<file path="config.mk">
export PLATFORM = sky130hd
export DESIGN_NAME = vga_banner_ctrl
export DESIGN_NICKNAME = d
export VERILOG_FILES = /design/src/rtl/vga_pkg.sv /design/src/rtl/banner_axis_step.sv /design/src/rtl/vga_banner_ctrl.sv
export SDC_FILE = /design/constraint.sdc
export NUM_CORES = 1
export LEC_CHECK = 0
export CELL_PAD_IN_SITES_DETAIL_PLACEMENT = 2
export CELL_PAD_IN_SITES_GLOBAL_PLACEMENT = 2
export CORE_UTILIZATION = 26
export DETAILED_ROUTE_END_ITERATION = 8
export HOLD_SLACK_MARGIN = 0.06
export MAX_ROUTING_LAYER = met4
export PLACE_DENSITY_LB_ADDON = 0.1
export SKIP_LAST_GASP = 1
export SLEW_MARGIN = 40
export SYNTH_ARGS = -nofsm -noshare
export SYNTH_HDL_FRONTEND = slang
export SYNTH_SLANG_ARGS = --single-unit
</file>
<file path="constraint.sdc">
create_clock -name vga_clk -period 2.05 [get_ports vga_clk]
set_input_delay 0.5125 -clock vga_clk [delete_from_list [all_inputs] [get_ports vga_clk]]
set_output_delay 0.5125 -clock vga_clk [all_outputs]
set_load 0.02 [all_outputs]
</file>
<file path="src/rtl/vga_pkg.sv">
// Shared constants, command codes, FSM states and the glyph palette
// used by the VGA banner controller.
package vga_pkg;

  localparam int H_VALID_DEF = 640;
  localparam int V_VALID_DEF = 480;

  localparam logic [15:0] RGB_YELLOW = 16'hFFE0;
  localparam logic [15:0] RGB_RED    = 16'hF800;
  localparam logic [15:0] RGB_ORANGE = 16'hFC00;
  localparam logic [15:0] RGB_GREEN  = 16'h07E0;
  localparam logic [15:0] RGB_CYAN   = 16'h07FF;
  localparam logic [15:0] RGB_PURPLE = 16'hF81F;
  localparam logic [15:0] RGB_WHITE  = 16'hFFFF;
  localparam logic [15:0] RGB_GRAY   = 16'h8410;
  localparam logic [15:0] RGB_BLUE   = 16'h001F;

  localparam logic [1:0] CMD_PAUSE = 2'd0;
  localparam logic [1:0] CMD_RUN   = 2'd1;
  localparam logic [1:0] CMD_STEP  = 2'd2;
  localparam logic [1:0] CMD_HOME  = 2'd3;

  typedef enum logic [1:0] {
    S_IDLE   = 2'd0,
    S_CALC   = 2'd1,
    S_COMMIT = 2'd2
  } state_e;

  // Glyph colour sequence stepped through on every bounce.
  function automatic logic [15:0] palette_color(input logic [2:0] idx);
    logic [15:0] color;
    color = RGB_YELLOW;
    case (idx)
      3'd0: color = RGB_YELLOW;
      3'd1: color = RGB_RED;
      3'd2: color = RGB_ORANGE;
      3'd3: color = RGB_GREEN;
      3'd4: color = RGB_CYAN;
      3'd5: color = RGB_PURPLE;
      3'd6: color = RGB_WHITE;
      3'd7: color = RGB_GRAY;
      default: color = RGB_YELLOW;
    endcase
    return color;
  endfunction

endpackage

</file>
<file path="src/rtl/banner_axis_step.sv">
// One-axis bounce step: advances a position by STEP in the current direction,
// clamping to [0, MAX] and flipping direction when a boundary is reached.
module banner_axis_step #(
  parameter int MAX  = 576,
  parameter int STEP = 4
) (
  input  logic [9:0] pos,
  input  logic       dir,
  output logic [9:0] next_pos,
  output logic       next_dir,
  output logic       bounce
);

  logic [10:0] pos_ext;
  logic [10:0] sum;

  assign pos_ext = {1'b0, pos};
  assign sum     = pos_ext + 11'(STEP);

  // dir == 0 means increasing; touching the limit exactly still bounces.
  always_comb begin
    next_pos = pos;
    next_dir = dir;
    bounce   = 1'b0;
    if (!dir) begin
      if (sum >= 11'(MAX)) begin
        next_pos = 10'(MAX);
        next_dir = 1'b1;
        bounce   = 1'b1;
      end else begin
        next_pos = sum[9:0];
      end
    end else begin
      if (pos_ext <= 11'(STEP)) begin
        next_pos = 10'd0;
        next_dir = 1'b0;
        bounce   = 1'b1;
      end else begin
        next_pos = pos - 10'(STEP);
      end
    end
  end

endmodule

</file>
<file path="src/rtl/vga_banner_ctrl.sv">
// Frame-synchronous banner motion and colour scheduler; all updates are
// taken right after the last active pixel so they land in blanking.
module vga_banner_ctrl
  import vga_pkg::*;
#(
  parameter int H_VALID   = H_VALID_DEF,
  parameter int V_VALID   = V_VALID_DEF,
  parameter int BANNER_W  = 64,
  parameter int BANNER_H  = 16,
  parameter int STEP_X    = 4,
  parameter int STEP_Y    = 2,
  parameter int FRAME_DIV = 1
) (
  input  logic        vga_clk,
  input  logic        sys_rst_n,
  input  logic [9:0]  pix_x,
  input  logic [9:0]  pix_y,
  input  logic        cmd_valid,
  input  logic [1:0]  cmd_code,
  output logic        cmd_ready,
  output logic [9:0]  banner_x,
  output logic [9:0]  banner_y,
  output logic [15:0] fg_color,
  output logic [15:0] bg_color,
  output logic        running,
  output logic        update_pulse
);

  localparam int XMAX = H_VALID - BANNER_W;
  localparam int YMAX = V_VALID - BANNER_H;
  localparam logic [9:0] LAST_X   = 10'(H_VALID - 1);
  localparam logic [9:0] LAST_Y   = 10'(V_VALID - 1);
  localparam logic [9:0] HOME_X   = 10'(XMAX / 2);
  localparam logic [9:0] HOME_Y   = 10'(YMAX / 2);
  localparam logic [7:0] DIV_LAST = 8'(FRAME_DIV - 1);

  state_e      state_q, state_d;
  logic        pend_valid_q, pend_valid_d;
  logic [1:0]  pend_code_q, pend_code_d;
  logic [9:0]  x_q, x_d;
  logic [9:0]  y_q, y_d;
  logic        dir_x_q, dir_x_d;
  logic        dir_y_q, dir_y_d;
  logic [2:0]  pal_q, pal_d;
  logic        run_q, run_d;
  logic [7:0]  cnt_q, cnt_d;

  logic        frame_tick;
  logic        cmd_accept;
  logic        do_move;
  logic        run_eff;
  logic [9:0]  step_x_pos, step_y_pos;
  logic        step_x_dir, step_y_dir;
  logic        bounce_x, bounce_y;

  assign frame_tick = (pix_x == LAST_X) && (pix_y == LAST_Y);
  assign cmd_ready  = (state_q == S_IDLE) && !pend_valid_q;
  assign cmd_accept = cmd_valid && cmd_ready;

  banner_axis_step #(
    .MAX  (XMAX),
    .STEP (STEP_X)
  ) u_axis_x (
    .pos      (x_q),
    .dir      (dir_x_q),
    .next_pos (step_x_pos),
    .next_dir (step_x_dir),
    .bounce   (bounce_x)
  );

  banner_axis_step #(
    .MAX  (YMAX),
    .STEP (STEP_Y)
  ) u_axis_y (
    .pos      (y_q),
    .dir      (dir_y_q),
    .next_pos (step_y_pos),
    .next_dir (step_y_dir),
    .bounce   (bounce_y)
  );

  // The new picture is loaded as the FSM enters S_COMMIT, so it becomes
  // visible together with update_pulse two cycles after frame_tick.
  always_comb begin
    state_d      = state_q;
    pend_valid_d = pend_valid_q;
    pend_code_d  = pend_code_q;
    x_d          = x_q;
    y_d          = y_q;
    dir_x_d      = dir_x_q;
    dir_y_d      = dir_y_q;
    pal_d        = pal_q;
    run_d        = run_q;
    cnt_d        = cnt_q;
    do_move      = 1'b0;
    run_eff      = run_q;

    if (cmd_accept) begin
      pend_valid_d = 1'b1;
      pend_code_d  = cmd_code;
    end

    case (state_q)
      S_IDLE: begin
        if (frame_tick) state_d = S_CALC;
      end
      S_CALC: begin
        state_d = S_COMMIT;
        if (pend_valid_q && (pend_code_q == CMD_HOME)) begin
          x_d     = HOME_X;
          y_d     = HOME_Y;
          dir_x_d = 1'b0;
          dir_y_d = 1'b0;
          pal_d   = 3'd0;
          cnt_d   = 8'd0;
        end else if (pend_valid_q && (pend_code_q == CMD_STEP)) begin
          do_move = 1'b1;
          cnt_d   = 8'd0;
        end else begin
          if (pend_valid_q && (pend_code_q == CMD_PAUSE)) run_eff = 1'b0;
          if (pend_valid_q && (pend_code_q == CMD_RUN))   run_eff = 1'b1;
          run_d = run_eff;
          if (run_eff) begin
            if (cnt_q == DIV_LAST) begin
              do_move = 1'b1;
              cnt_d   = 8'd0;
            end else begin
              cnt_d = cnt_q + 8'd1;
            end
          end
        end

        if (do_move) begin
          x_d     = step_x_pos;
          y_d     = step_y_pos;
          dir_x_d = step_x_dir;
          dir_y_d = step_y_dir;
          if (bounce_x || bounce_y) pal_d = pal_q + 3'd1;
        end
      end
      S_COMMIT: begin
        state_d      = S_IDLE;
        pend_valid_d = 1'b0;
      end
      default: state_d = S_IDLE;
    endcase
  end

  always_ff @(posedge vga_clk or negedge sys_rst_n) begin
    if (!sys_rst_n) begin
      state_q      <= S_IDLE;
      pend_valid_q <= 1'b0;
      pend_code_q  <= CMD_PAUSE;
      x_q          <= HOME_X;
      y_q          <= HOME_Y;
      dir_x_q      <= 1'b0;
      dir_y_q      <= 1'b0;
      pal_q        <= 3'd0;
      run_q        <= 1'b1;
      cnt_q        <= 8'd0;
    end else begin
      state_q      <= state_d;
      pend_valid_q <= pend_valid_d;
      pend_code_q  <= pend_code_d;
      x_q          <= x_d;
      y_q          <= y_d;
      dir_x_q      <= dir_x_d;
      dir_y_q      <= dir_y_d;
      pal_q        <= pal_d;
      run_q        <= run_d;
      cnt_q        <= cnt_d;
    end
  end

  assign banner_x     = x_q;
  assign banner_y     = y_q;
  assign fg_color     = palette_color(pal_q);
  assign bg_color     = RGB_BLUE;
  assign running      = run_q;
  assign update_pulse = (state_q == S_COMMIT);

endmodule

</file>
==> results.sh, run 1 <==
export IMPL_status="finished with violations"
export IMPL_violations="DRC, setup timing"
export IMPL_ir_drop_v=0.000309
export IMPL_drt_iter0_markers=88
export IMPL_met1Wirelength_mm=4.87
export IMPL_cts_tree="yes"
export IMPL_fin_nets=531
export IMPL_hold_violations=0
export IMPL_place_ws_ns=-0.196
export IMPL_initial_utilization_pct=27.0
export IMPL_cts_path_max_buffers=2
export IMPL_min_path_type="input pin to asynchronous set/reset pin"
export IMPL_r2r_cells=7
export IMPL_intPower_mw=1.26
export IMPL_antenna_found_initial=0
export IMPL_drive_gt1_share_pct=39.6
export IMPL_diodes=0
export IMPL_seq_area_um2=917
export IMPL_worstSetupPathType="flip-flop to flip-flop"
export IMPL_post_route_min_period_ns=2.22
export IMPL_p_clk_share_pct=48.9
export IMPL_startpoint_type="flip-flop"
export IMPL_synth_cell_types=73
export IMPL_top_layer="met4"
export IMPL_grt_usage_pct=17.8
export IMPL_viasPerCell=5.00
export IMPL_seq_power_share_pct=42.9
export IMPL_drt_total_wl_mm=11.2
export IMPL_drc=6
export IMPL_rsz0062_at_grt="yes"
export IMPL_grt_max_degree=18
export IMPL_yosys_warnings=0
export IMPL_io_pins=80
export IMPL_synth_edf_count=0
export IMPL_vias=3179
export IMPL_synth_top_area_share_pct=23.3
export IMPL_synth_seq_area_share_pct=29.1
export IMPL_dieArea_mm2=0.0124
export IMPL_io_buffers=60
export IMPL_cts_root_buf="clkbuf_16"
export IMPL_overflow=0
export IMPL_synth_ff_type="dfrtp_1"
export IMPL_die_y_um=112
export IMPL_reg2reg_setup_slack_ns=-0.17
export IMPL_comb_power_share_pct=8.2
export IMPL_postSynthCellCount=354
export IMPL_die_width_um=112
export IMPL_clk_latency_ns=0.30
export IMPL_setup_viol=11
export IMPL_r2r_start="banner_x[3]"
export IMPL_wl_per_cell_um=17.7
export IMPL_met2_length_mm=5.96
export IMPL_drtPass1Iterations=6
export IMPL_path_max_fanout=6
export IMPL_arrival_ns=2.42
export IMPL_clk_pin_slew_ns=0.06
export IMPL_maxCapViolations=0
export IMPL_cts_max_level=2
export IMPL_synth_seq_cells=36
export IMPL_cp_data_required_time_ns=2.25
export IMPL_post_dp_hpwl_mm=8.06
export IMPL_p_per_area_mw_per_mm2=352
export IMPL_num_rows=39
export IMPL_cp_end_kind="flip-flop"
export IMPL_multi_input_area_mm2=0.00203
export IMPL_syn_area_mm2=0.00312
export IMPL_fin_worst_skew_ns=0.00838
export IMPL_numCtsBuffers=5
export IMPL_grt_pass1_wl_mm=17.0
export IMPL_hold_ws_ns=0.139
export IMPL_clock_sink_count=36
export IMPL_period_share_pct=108
export IMPL_syn_avg_cell_area_um2=8.81
export IMPL_async_flop_share_pct=100
export IMPL_gp_congestion=0.758
export IMPL_synthTopCellsByArea="dfrtp_1 (23%), buf_4 (7.7%), dfstp_2 (5.9%)"
export IMPL_yosys_area_top_type="dfrtp_1"
export IMPL_core_area_mm2=0.0116
export IMPL_syn_to_final_growth_pct=52.6
export IMPL_wl_met3_um=309
export IMPL_max_freq_mhz=451
export IMPL_grt_pass1_vias=3359
export IMPL_worst_slack_ns=-0.170
export IMPL_fill_cells=1277
export IMPL_ant_nets=0
export IMPL_power_leakage_nw=2.08
export IMPL_drv_slew=0
export IMPL_swShare_pct=24.6
export IMPL_netSwitchingPower_uw=412
export IMPL_r2r_end="pal_q[1]"
[worst max-delay path: stages (launching register included)]
cell	delay, ns
dfrtp_2	0.42
ha_4	0.17
and4_4	0.20
or4b_4	0.50
a21oi_4	0.28
nor3_4	0.09
o21ai_2	0.21
mux2i_1	0.25
[flip-flops by register name, summed over array words and instances, names as in the netlist]
| register | count |
|---|---|
| banner_x | 8 |
| banner_y | 9 |
| cnt_q | 8 |
| dir_x_q | 1 |
| dir_y_q | 1 |
| pal_q | 3 |
| pend_code_q | 2 |
| pend_valid_q | 1 |
| running | 1 |
| state_q | 2 |
[power by group through the flow]
stage,clock (mW),combinational (mW),sequential (mW)
final,0.819,0.138,0.718
after global routing,0.875,0.150,0.718
after global placement,0,0.134,0.730
after detailed placement,0,0.137,0.731
after CTS,0.854,0.138,0.718
after floorplan,0,0.0828,0.731
[worst max-delay path by stage]
| stage | start | depth (start not counted) | endpoint | slack [ns] |
|---|---|---|---|---|
| final | banner_x[3] | 7 | pal_q[1] | -0.17 |
| after global routing | banner_x[2] | 8 | pal_q[1] | -0.28 |
| after CTS | pal_q[0] | 7 | fg_color[5] | -0.18 |
| after detailed placement | pal_q[0] | 7 | fg_color[5] | -0.20 |
| after global placement | banner_y[2] | 8 | banner_y[2] | -0.14 |
| after floorplan | banner_x[5] | 7 | pal_q[0] | -0.13 |
[area by class of cell]
class	instances	area share [%]
Multi-Input combinational cell	264	42.7
Timing Repair Buffer	165	29.6
Sequential cell	36	19.3
Tap cell	143	3.76
Clock buffer	7	2.99
Inverter	20	1.58
Clock inverter	1	0.158
[layer usage]
layer  vias to the layer above  track usage (%)
met5                         -                -
met4                         0             3.51
met3                        10             3.27
met2                        64             31.2
met1                      1591             21.2
li1                       1514                -
[placed cells by master, fill, tap and decap left out, drive strengths merged, types with 3 or more instances in the layout]
cell type      count
a21o               5
a21oi             16
a22o               4
a311oi             3
a31oi              6
a32o               3
and3               5
and4               3
buf              120
clkbuf             7
clkdlybuf4s50     35
conb              19
dfrtp             29
dfstp              7
dlygate4sd2        9
ha                14
inv               20
mux2               3
mux2i              5
nand2             24
nand2b             3
nand3             20
nand4              6
nand4b             5
nor2              19
nor2b              3
nor3              12
nor3b              3
nor4               4
o21a               3
o21ai             24
o31ai              9
or3                6
xnor2              6
xor2               3
[per-stage QoR]
stage | utilization (%) | setup TNS [ns] | instance area [µm²] | instances | power, mW
3_5_place_dp | 37.2 | -3.34 | 4310 | 609 | 0.868
5_1_grt | 41.2 | -2.57 | 4760 | 636 | 1.74
4_1_cts | 38.4 | -1.28 | 4440 | 619 | 1.71
3_3_place_gp | 37.2 | -2.73 | 4310 | 609 | 0.865
6_report | 41.2 | -0.858 | 4760 | 636 | 1.68
2_1_floorplan | - | -0.432 | 3230 | 371 | 0.814
[what timing repair did]
item,CTS,global route
hold buffers,0,0
buffers inserted,2,16
setup endpoints to repair,44,36
resized for setup,77,56
pin swaps,8,21
cloned,0,1
[kinds of logic after synthesis]
logic type               count (synthesis)  synth area share, %
AO/OA/AOI/OAI                           93                 22.0
XOR/XNOR                                 9                 2.53
adder cells (fa/ha/maj)                 14                 5.61
buffers and inverters                   71                 14.2
flip-flops                              36                 29.2
multiplexers                             8                 2.69
other                                    2                0.241
AND/OR/NAND/NOR                        121                 23.7
[synth_stat cells, types with 2 or more instances]
library cell and instances:
a32o_1 3, nand2b_1 3, a22oi_1 2, xnor2_1 6
o21ai_1 5, clkbuf_1 7, inv_1 20, nand4_1 6
a311oi_1 2, mux2_2 3, and4_1 3, nand2_1 24
buf_4 32, nand4b_1 5, xor2_1 3, nor3b_1 2
nor3_2 3, conb_1 2, o21a_1 3, a21o_1 5
or3_4 2, a211o_1 2, a22o_1 4, and3_1 4
o21ai_0 18, buf_2 6, dfstp_2 7, nand3_1 19
or4_1 2, a31oi_1 6, nor2b_1 2, or3_1 4
o22ai_1 2, nor4_1 3, o22a_1 2, nor3_1 8
dfrtp_1 29, a21oi_1 15, nor2_1 18, o31ai_1 8
mux2i_1 5, buf_6 5, ha_1 14
Note: power is estimated with default switching activity, not from simulation.
==> run 2, diff against run 1 <==
--- a/config.mk
+++ b/config.mk
@@ -11,7 +11,7 @@
 export DETAILED_ROUTE_END_ITERATION = 8
 export HOLD_SLACK_MARGIN = 0.06
 export MAX_ROUTING_LAYER = met4
-export PLACE_DENSITY_LB_ADDON = 0.1
+export PLACE_DENSITY = 0.86
 export SKIP_LAST_GASP = 1
 export SLEW_MARGIN = 40
 export SYNTH_ARGS = -nofsm -noshare
==> run 2 against run 1 <==
Compared with the run above:
- the run still ends with DRC, setup timing left
- wire length grew 37%
- maximum frequency shrank 4.9%
- design area grew 2.1%
- sequential power is essentially flat
- register-to-register slack lost 0.12 ns
- flip-flop and latch count is the same
- clock-buffer cell count shrank 1
- power grew 0.90%
- sequential share of layout area shrank 0.38 points
- worst setup slack lost 0.12 ns
- clock skew grew 0.0057 ns
- utilization grew 0.88 points
- critical endpoint is now banner_x[2]
- highest routed layer unchanged
==> results.sh, run 2 (synthesized netlist as in run 1, its figures left out) <==
export IMPL_status="finished with violations"
export IMPL_violations="DRC, setup timing"
export IMPL_grt_pass1_wl_mm=21.1
export IMPL_setup_viol=27
export IMPL_drv_slew=0
export IMPL_hold_violations=0
export IMPL_post_route_min_period_ns=2.33
export IMPL_die_y_um=112
export IMPL_diodes=0
export IMPL_clk_pin_slew_ns=0.06
export IMPL_overflow=0
export IMPL_io_pins=80
export IMPL_cts_path_max_buffers=2
export IMPL_arrival_ns=2.50
export IMPL_cts_tree="yes"
export IMPL_seq_area_um2=918
export IMPL_startpoint_type="flip-flop"
export IMPL_maxCapViolations=0
export IMPL_utilization_pct=42.1
export IMPL_worstSetupPathType="flip-flop to flip-flop"
export IMPL_initial_utilization_pct=27.0
export IMPL_layout_commonest_cell="buf_4"
export IMPL_layout_common_cells="buf_4 (92), clkdlybuf4s50_1 (35), nand2_1 (23)"
export IMPL_worstMarginPinSlew_ns=0.534
export IMPL_syn_to_final_growth_pct=55.9
export IMPL_cp_data_required_time_ns=2.21
export IMPL_multi_input_area_mm2=0.00211
export IMPL_gp_congestion=0.812
export IMPL_largest_reg_flops=9
export IMPL_dp_cells=602
export IMPL_placed_area_mm2=0.00425
export IMPL_fin_worst_skew_ns=0.0141
export IMPL_io_buffers=60
export IMPL_num_rows=39
export IMPL_final_instance_count_excl_fill=635
export IMPL_cp_end_kind="flip-flop"
export IMPL_grt_max_degree=37
export IMPL_power_mw=1.69
export IMPL_clk_latency_ns=0.29
export IMPL_drc=3
export IMPL_post_dp_hpwl_mm=8.83
export IMPL_setup_tns_final_ns=-3.01
export IMPL_wl_per_cell_um=24.2
export IMPL_drt_iter0_markers=151
export IMPL_relSlewSlack_pct=64.4
export IMPL_min_path_type="flip-flop to flip-flop"
export IMPL_viasPerCell=5.46
export IMPL_grt_pass1_vias=3900
export IMPL_cts_hold_buf=0
export IMPL_numCtsBuffers=5
export IMPL_hold_ws_ns=0.509
export IMPL_fill_cells=1246
export IMPL_clock_sink_count=36
export IMPL_rsz0062_at_grt="yes"
export IMPL_dieArea_mm2=0.0124
export IMPL_period_share_pct=114
export IMPL_p_per_area_mw_per_mm2=347
export IMPL_fin_nets=530
export IMPL_place_ws_ns=-0.251
export IMPL_worst_slack_ns=-0.285
export IMPL_drt_total_wl_mm=15.4
export IMPL_ant_nets=0
export IMPL_design_area_mm2=0.00486
export IMPL_grt_usage_pct=22.6
export IMPL_cts_root_buf="clkbuf_16"
export IMPL_core_area_mm2=0.0116
export IMPL_drtPass1Iterations=8
export IMPL_max_freq_mhz=428
export IMPL_vias=3467
export IMPL_power_leakage_nw=2.14
export IMPL_die_width_um=112
export IMPL_cts_max_level=2
export IMPL_path_max_fanout=7
export IMPL_ir_drop_v=0.000265
export IMPL_drive_gt1_share_pct=43.5
export IMPL_antenna_found_initial=0
[run 2: changes by cell type in the layout (fill, tap and decap cells not counted), moves of 3 or more]
cell,delta
a21oi_1,-3
o21ai_0,-3
buf_6,+4
buf_2,-4
a21oi_2,+3
[run 2: final timing paths]
kind	startpoint	endpoint	slack (ns)	cells past startpoint
worst max-delay path	banner_x[7]	banner_x[2]	-0.28	7
worst min-delay path	state_q[1]	state_q[0]	0.51	1
worst max register to register	banner_x[7]	banner_x[2]	-0.28	7
worst min register to register	state_q[1]	state_q[0]	0.51	1
max in group asynchronous	sys_rst_n	banner_y[1]	0.96	2
min in group asynchronous	sys_rst_n	banner_x[9]	0.66	2
[run 2: timing repair]
action | CTS | global route
setup buffers | 14 | 14
pin swaps | 20 | 18
endpoints found under the hold margin | 0 | 0
gates resized for setup | 105 | 58
setup endpoints to repair | 47 | 46
[run 2: worst max-delay path, stage by stage, from the launching register on]
cell and delay, ns:
dfrtp_1 0.56, nand4_1 0.25, or4b_4 0.61, a21oi_4 0.16, buf_12 0.14, nor3_4 0.06
buf_4 0.14, o31ai_2 0.28
[run 2: area by class of cell]
cell class / count / share of cell area, %
flip-flops and latches: 36 / 18.9
multi-input cells: 264 / 43.3
well taps: 143 / 3.68
clock buffers: 6 / 2.85
repair buffers: 164 / 29.5
clock inverters: 2 / 0.206
inverters: 20 / 1.54
[run 2: per-layer routing]
layer	vias to the layer above	GRT usage (%)	wire length (µm)
li1	1507	-	-
met1	1752	23.1	5640
met2	154	42.6	8310
met3	54	3.65	674
met4	0	9.55	726
met5	-	-	0
[run 2: report_power, final]
| group | total, mW | internal (mW) | switching [mW] |
|---|---|---|---|
| Sequential | 0.719 | 0.716 | 0.00322 |
| Clock | 0.827 | 0.481 | 0.346 |
| Combinational | 0.144 | 0.0615 | 0.0828 |
